$ cat src/rtl/sar_search.sv
`default_nettype none
// +----------------------------------------------------------------------------+
// | Module      : sar_search                                                   |
// | Description : Successive-approximation search controller. Drives a         |
// |               comparator's trial operand MSB-first and consumes its L/E/G  |
// |               flags to converge on the comparator's other operand.         |
// | Revision    : 1.0 - initial release                                        |
// +----------------------------------------------------------------------------+
module sar_search #(
    parameter int WIDTH   = 4,
    parameter int CMP_LAT = 0
) (
    input  logic             clk,
    input  logic             rst_n,
    input  logic             start,
    output logic [WIDTH-1:0] trial,
    input  logic             E,
    input  logic             G,
    input  logic             L,
    output logic             busy,
    output logic             done,
    output logic [WIDTH-1:0] result,
    output logic             found,
    output logic             err
);

    localparam int c_CNT_W = (CMP_LAT > 0) ? $clog2(CMP_LAT + 1) : 1;
    localparam int c_IDX_W = (WIDTH > 1) ? $clog2(WIDTH) : 1;

    localparam logic [1:0] c_ST_IDLE   = 2'd0;
    localparam logic [1:0] c_ST_PROBE  = 2'd1;
    localparam logic [1:0] c_ST_VERIFY = 2'd2;

    localparam logic [c_CNT_W-1:0] c_SAMPLE  = c_CNT_W'(CMP_LAT);
    localparam logic [c_CNT_W-1:0] c_CNT_ONE = c_CNT_W'(1);
    localparam logic [c_IDX_W-1:0] c_IDX_TOP = c_IDX_W'(WIDTH - 1);
    localparam logic [c_IDX_W-1:0] c_IDX_ONE = c_IDX_W'(1);
    localparam logic [WIDTH-1:0]   c_ONE     = WIDTH'(1);
    localparam logic [WIDTH-1:0]   c_MSB     = c_ONE << (WIDTH - 1);

    logic [1:0]         r_state;
    logic [c_CNT_W-1:0] r_cnt;
    logic [c_IDX_W-1:0] r_idx;
    logic [WIDTH-1:0]   r_trial;
    logic [WIDTH-1:0]   r_result;
    logic               r_busy;
    logic               r_done;
    logic               r_found;
    logic               r_err;

    logic               w_sample;
    logic               w_onehot;
    logic [WIDTH-1:0]   w_cur_bit;
    logic [WIDTH-1:0]   w_next_bit;
    logic [WIDTH-1:0]   w_decided;

    assign w_sample   = (r_cnt == c_SAMPLE);
    assign w_onehot   = (E & ~G & ~L) | (~E & G & ~L) | (~E & ~G & L);
    assign w_cur_bit  = c_ONE << r_idx;
    assign w_next_bit = w_cur_bit >> 1;
    // Target below the trial means the bit under test overshoots and is dropped.
    assign w_decided  = L ? (r_trial & ~w_cur_bit) : r_trial;

    always_ff @(posedge clk or negedge rst_n) begin
        if (!rst_n) begin
            r_state  <= c_ST_IDLE;
            r_cnt    <= '0;
            r_idx    <= '0;
            r_trial  <= '0;
            r_result <= '0;
            r_busy   <= 1'b0;
            r_done   <= 1'b0;
            r_found  <= 1'b0;
            r_err    <= 1'b0;
        end else begin
            r_done <= 1'b0;
            case (r_state)
                c_ST_IDLE: begin
                    if (start) begin
                        r_trial  <= c_MSB;
                        r_idx    <= c_IDX_TOP;
                        r_cnt    <= '0;
                        r_busy   <= 1'b1;
                        r_result <= '0;
                        r_found  <= 1'b0;
                        r_err    <= 1'b0;
                        r_state  <= c_ST_PROBE;
                    end
                end
                c_ST_PROBE: begin
                    if (!w_sample) begin
                        r_cnt <= r_cnt + c_CNT_ONE;
                    end else if (!w_onehot) begin
                        r_err    <= 1'b1;
                        r_found  <= 1'b0;
                        r_result <= r_trial;
                        r_done   <= 1'b1;
                        r_busy   <= 1'b0;
                        r_state  <= c_ST_IDLE;
                    end else if (E) begin
                        r_result <= r_trial;
                        r_found  <= 1'b1;
                        r_done   <= 1'b1;
                        r_busy   <= 1'b0;
                        r_state  <= c_ST_IDLE;
                    end else begin
                        r_cnt <= '0;
                        if (r_idx != '0) begin
                            r_trial <= w_decided | w_next_bit;
                            r_idx   <= r_idx - c_IDX_ONE;
                        end else begin
                            r_trial <= w_decided;
                            r_state <= c_ST_VERIFY;
                        end
                    end
                end
                c_ST_VERIFY: begin
                    if (!w_sample) begin
                        r_cnt <= r_cnt + c_CNT_ONE;
                    end else begin
                        r_result <= r_trial;
                        r_found  <= w_onehot & E;
                        r_err    <= ~w_onehot;
                        r_done   <= 1'b1;
                        r_busy   <= 1'b0;
                        r_state  <= c_ST_IDLE;
                    end
                end
                default: begin
                    r_state <= c_ST_IDLE;
                    r_busy  <= 1'b0;
                end
            endcase
        end
    end

    assign trial  = r_trial;
    assign busy   = r_busy;
    assign done   = r_done;
    assign result = r_result;
    assign found  = r_found;
    assign err    = r_err;

endmodule
`default_nettype wire
$ cat config.mk
export PLATFORM = sky130hd
export DESIGN_NAME = sar_search
export DESIGN_NICKNAME = d
export VERILOG_FILES = /design/src/rtl/sar_search.sv
export SDC_FILE = /design/constraint.sdc
export NUM_CORES = 1
export LEC_CHECK = 0
export CELL_PAD_IN_SITES_DETAIL_PLACEMENT = 0
export CELL_PAD_IN_SITES_GLOBAL_PLACEMENT = 1
export CORE_MARGIN = 10
export CORE_UTILIZATION = 42
export CTS_BUF_LIST = sky130_fd_sc_hd__clkbuf_16
export CTS_CLUSTER_DIAMETER = 40
export CTS_CLUSTER_SIZE = 28
export DETAILED_ROUTE_END_ITERATION = 16
export PLACE_DENSITY_LB_ADDON = 0.1
export SETUP_SLACK_MARGIN = 0.02
export SLEW_MARGIN = 40
export SYNTH_ARGS = -nofsm -noshare
export SYNTH_HDL_FRONTEND = slang
export SYNTH_SLANG_ARGS = --single-unit
export TNS_END_PERCENT = 30
$ cat constraint.sdc
create_clock -name clk -period 4.6 [get_ports clk]
set_clock_uncertainty 0.15 [all_clocks]
set_input_delay 0.69 -clock clk [delete_from_list [all_inputs] [get_ports clk]]
set_output_delay 0.69 -clock clk [all_outputs]
set_load 0.01 [all_outputs]
==> After elaboration in Yosys (flattened, before gate mapping) <==
Cells that the tools add are included.
{ "word_totals": {"reg_bits": 17, "elab_cells": 101, "input_bits": 6} }
{ "classes": {"n_shift": 1, "n_bitwise": 16, "n_reduce_logical": 13, "n_addsub": 2, "eq_ne": 11, "n_mux": 49} }
{ "ops": {"columns": ["cell", "count"], "rows": [
  ["2-to-1 mux 4 bit", 11],
  ["2-to-1 mux 2 bit", 11],
  ["2-to-1 mux 1 bit", 18],
  ["AND reduction 5 bit", 3],
  ["!= test 2 bit (second input constant)", 7],
  ["one-hot mux 4 bit (3 select lines)", 1],
  ["one-hot mux 1 bit (3 select lines)", 3],
  ["one-hot mux 4 bit (2 select lines)", 1],
  ["AND reduction 4 bit", 2],
  ["AND 1 bit", 7],
  ["one-hot mux 2 bit (3 select lines)", 1],
  ["AND reduction 6 bit", 1],
  ["nonzero test 2 bit", 3],
  ["AND 4 bit", 1],
  ["!= test 4 bit (second input constant)", 1],
  ["inverter 1 bit", 4],
  ["inverter 4 bit", 1],
  ["bitwise OR 4 x 3 -> 4 bit", 1],
  ["one-hot mux 1 bit (2 select lines)", 2],
  ["one-hot mux 2 bit (2 select lines)", 1],
  ["left shift 1 x 2 -> 4 bit (first input constant)", 1],
  ["!= test 3 bit (second input constant)", 1],
  ["nonzero test 3 bit", 1],
  ["equality test 2 x 1 -> 1 bit (second input constant)", 1],
  ["7 further kinds", 8]
]} }

==> Logic depth before layout (Yosys ltp) <==
{ "logic_depth": {"word_depth": 10, "depth_mapped": 8} }

==> Least setup slack after synthesis <==
No wires, ideal clock.
{ "synth_timing": {"path_kind": "input to register", "start": "in L", "end": "reg r_state[0]", "path_buffers": 1, "cell_stages": 5, "setup_ns": 0.125, "required_time_ns": 4.325, "arrival_ns": 1.679, "slack_ns": 2.646, "path_cell_list": "buf_6 xor2_2 nand3_1 o21ai_0 mux2_2"} }
{ "synth_via": {"elab_chain_len": 7, "elab_cells_between_ends": 11, "cone_classes": "eq/ne: 1; mux: 3; bitwise: 6; reduce/logical: 1"} }
{ "synth_lines": {"columns": ["item", "line_no", "source"], "rows": [
  ["start: declaration", "19", "input logic L,"],
  ["inverter 1 bit", "58", "assign w_onehot = (E & ~G & ~L) | (~E & G & ~L) | (~E & ~G & L);"],
  ["AND 1 bit", "58", null],
  ["bitwise OR 1 bit", "58", null],
  ["bitwise OR 1 bit (*)", "58", null],
  ["2-to-1 mux 2 bit", "93", "end else if (!w_onehot) begin"],
  ["2-to-1 mux 2 bit", "91", "if (!w_sample) begin"],
  ["one-hot mux 2 bit (3 select lines)", "77", "case (r_state)"],
  ["end signal: assignment", "66", "r_state <= c_ST_IDLE;"],
  ["end signal: assignment", "87", "r_state <= c_ST_PROBE;"],
  ["end signal: assignment", "99", "r_state <= c_ST_IDLE;"],
  ["end: declaration", "41", "logic [1:0] r_state;"]
]} }
Mark *: on every way between the ends. The rest lies on a longest branch, timed or not. The select of a mux whose other input is x is not followed.
A chain may end at the register's enable or synchronous reset.

==> Worst setup path after layout <==
Same ends and word-level chain as after synthesis.

==> impl_results.md <==
* Ports at 18
* Post-CTS sizing at 0
* Cell Area, Placed at 1180 µm²
* Crit-path max FO at 8
* Post-synth top area cell: dfrtp_1
* Synth top cells by count: dfrtp_1 (16), nand2_1 (14), inv_1 (11)
* Critical path endpoint category: flip-flop
* CTS tree: built
* Int Power at 0.000511 W
* Worst Tran Pin Value at 0.606 ns
* Initial Util at 44.9%
* Final worst path period need at 2.40 ns
* Peak supply drop at 363 µV
* Initial antenna violation count at 0
* Worst r2r src: r_state[1]$_DFFE_PN0P_
* Sequential power share at 29.4%
* Top FF cell, synth: dfrtp_1
* Combinational group share of total power at 49.8%
* Antenna diode count at 0
* RSZ-0062 raised after global routing: no
* Max-slew headroom at 59.6%
* Mapped cell area at 1000 µm²
* NetSw at 0.000301 W
* Routed len/inst at 14.1 µm
* Clock Power Share at 20.8%
* CTS Root Cell: clkbuf_16
* Via-per-instance ratio at 5.16
* Placed Cells incl. Taps at 144
* FF-to-FF path depth at 6
* Die Footprint at 4740 µm²
* Worst Setup SP: L
* Layout area overhead at 24.8%
* Die width at 68.9 µm
* Layout Cells excl Fill at 148
* Clock slew at reported path FFs at 0.05 ns
* GPL Wtd Cong at 0.751
* Final nets at 136
* Seq/Total Area, Yosys at 40.0%
* CTS sink cnt at 16
* Slew Viols, Final at 0
* Post-synth top area share at 40.0%
* Clock buffer depth at 2
* Die H at 68.9 µm
* Number of synthesized register bits at 16
* Worst-Skew Late Latency at 0.24 ns
* Largest net degree at the start of global routing at 19
* PD cells at 649 nW/µm²
* Std cell rows at 17
* Crit Path Category: input port to flip-flop
* Status: finished clean
* Number of global-route vias before repair at 747
* Fmax at 0.417 GHz
* Post-synthesis net count at 117
* Final Cell Area at 1250 µm²
* First-pass GRT wire length at 3430 µm
* Final ANT Viol Nets at 0
* Clock buffer count from CTS at 3
* Setup crit start kind: input port
* Worst Hold Class: input port to asynchronous set/reset pin
* Worst Path Required at 4.58 ns
* Syn avg cell area at 9.83 µm²
* Asr flop ratio synth at 100%
* Total negative setup slack at 0 ns
* Total track usage at 9.52%
* Routed Wire Length at 2090 µm
* I/O Buffers at 17
* Post-CTS Hold Buffers at 0
* Layout cell share with drive strength beyond 1 at 8.33%
* Maxcap violations at 0
* Fin crit share at 52.2%
* # fillers at 215
* CP arrival at 2.38 ns
* Core footprint at 2230 µm²
* # setup viols final at 0
* DR iter-0 viols at 30
* Post-synth EDFFs at 0
* Top cells by area, synth: dfrtp_1 (40%), ha_1 (11%), mux2i_1 (6.0%)
* Leakage at 0.582 nW
* Mapped Cells at 102
* Post-CTS setup buffers at 0
* H-Tree Depth at 1
* Post-DP HPWL at 1620 µm
* Total number of vias at 764
* DRC Markers at 0
* Synth cell types at 30
* Final Hold Vio Count at 0
* Count leader, synth: dfrtp_1
* Initial DRT Pass Iterations at 4
* Synth Warn # at 0
* Sw Ratio at 37.0%
* GR Overflow Total at 0
worst max-delay path, cell delays in order:
cell and delay, ns:
clkdlybuf4s50_1 0.65, xor2_2 0.29, nand3_1 0.17, o21ai_0 0.22, mux2_2 0.35
registers in the layout (all words and copies together), names as in the netlist:
name and flops:
busy 1, done 1, err 1, found 1
r_idx 2, r_state 2, result 4, trial 4
logic make-up (layout without fill, tap and decap cells):
logic type               after synthesis  count (layout)  share of synthesized area, %
multiplexers                           7               7                          7.12
buffers and inverters                 14              32                          7.12
XOR/XNOR                               2               2                          2.50
AO/OA/AOI/OAI                         25              25                          16.6
AND/OR/NAND/NOR                       29              29                          15.5
flip-flops                            16              16                          39.9
adder cells (fa/ha/maj)                9               9                          11.2
placed cells by master, fill, tap and decap left out, types with 2 or more instances in the layout:
| cell type | n |
|---|---|
| ha_1 | 9 |
| o211ai_1 | 2 |
| nand2_1 | 14 |
| nor2_1 | 3 |
| mux2i_1 | 6 |
| a21oi_1 | 8 |
| nand3_1 | 2 |
| clkdlybuf4s50_1 | 16 |
| clkbuf_16 | 3 |
| inv_1 | 11 |
| nor2b_1 | 3 |
| dfrtp_1 | 16 |
| o21ai_0 | 7 |
| o21ai_1 | 2 |
worst paths after layout:
check,slack [ns],endpoint
min in group clk,0.37,result[2]$_DFFE_PN0P_
worst max-delay path,2.20,r_state[0]$_DFFE_PN0P_
max in group asynchronous,3.81,r_idx[0]$_DFFE_PN0P_
worst min register to register,0.37,result[2]$_DFFE_PN0P_
worst max register to register,2.37,r_idx[1]$_DFFE_PN0P_
worst min-delay path,0.21,result[3]$_DFFE_PN0P_
routing by layer:
metal  wire length (µm)  part of all wire, %  vias up  GRT usage (%)
met5                  0                    0        -              0
met4                 36                  1.7        0           3.69
li1                   -                    -      385              -
met1                956                   46      360           11.6
met2                931                   45       15           15.4
met3                168                  8.0        4           2.74
metrics by stage:
stage | setup slack, ns | total power, W | utilization (%) | hold slack, ns
4_1_cts | 2.19 | 0.000826 | 56.2 | 0.369
5_1_grt | 2.05 | 0.000882 | 56.0 | 0.232
6_report | 2.20 | 0.000812 | 56.0 | 0.211
3_5_place_dp | 1.95 | 0.000653 | 52.7 | 0.358
2_1_floorplan | 2.65 | 0.000514 | - | 0.244
3_3_place_gp | 2.00 | 0.000643 | 52.7 | 0.354
power by group through the flow:
stage	Sequential [W]	Clock, W	Combinational, W
2_1_floorplan	0.000255	0	0.000259
3_3_place_gp	0.000238	0	0.000405
3_5_place_dp	0.000241	0	0.000413
4_1_cts	0.000238	0.000174	0.000413
5_1_grt	0.000247	0.000180	0.000455
6_report	0.000239	0.000169	0.000405
layout make-up:
| type | count | area (µm²) | share of cell area [%] |
|---|---|---|---|
| Clock inverter | 1 | 3.75 | 0.300 |
| Multi-Input combinational cell | 72 | 531 | 42.4 |
| Inverter | 11 | 41.3 | 3.30 |
| Sequential cell | 16 | 400 | 32.0 |
| Timing Repair Buffer | 17 | 165 | 13.2 |
| Tap cell | 28 | 35.0 | 2.80 |
| Clock buffer | 3 | 75.1 | 6.00 |
Power figures use the tool's default switching activity.
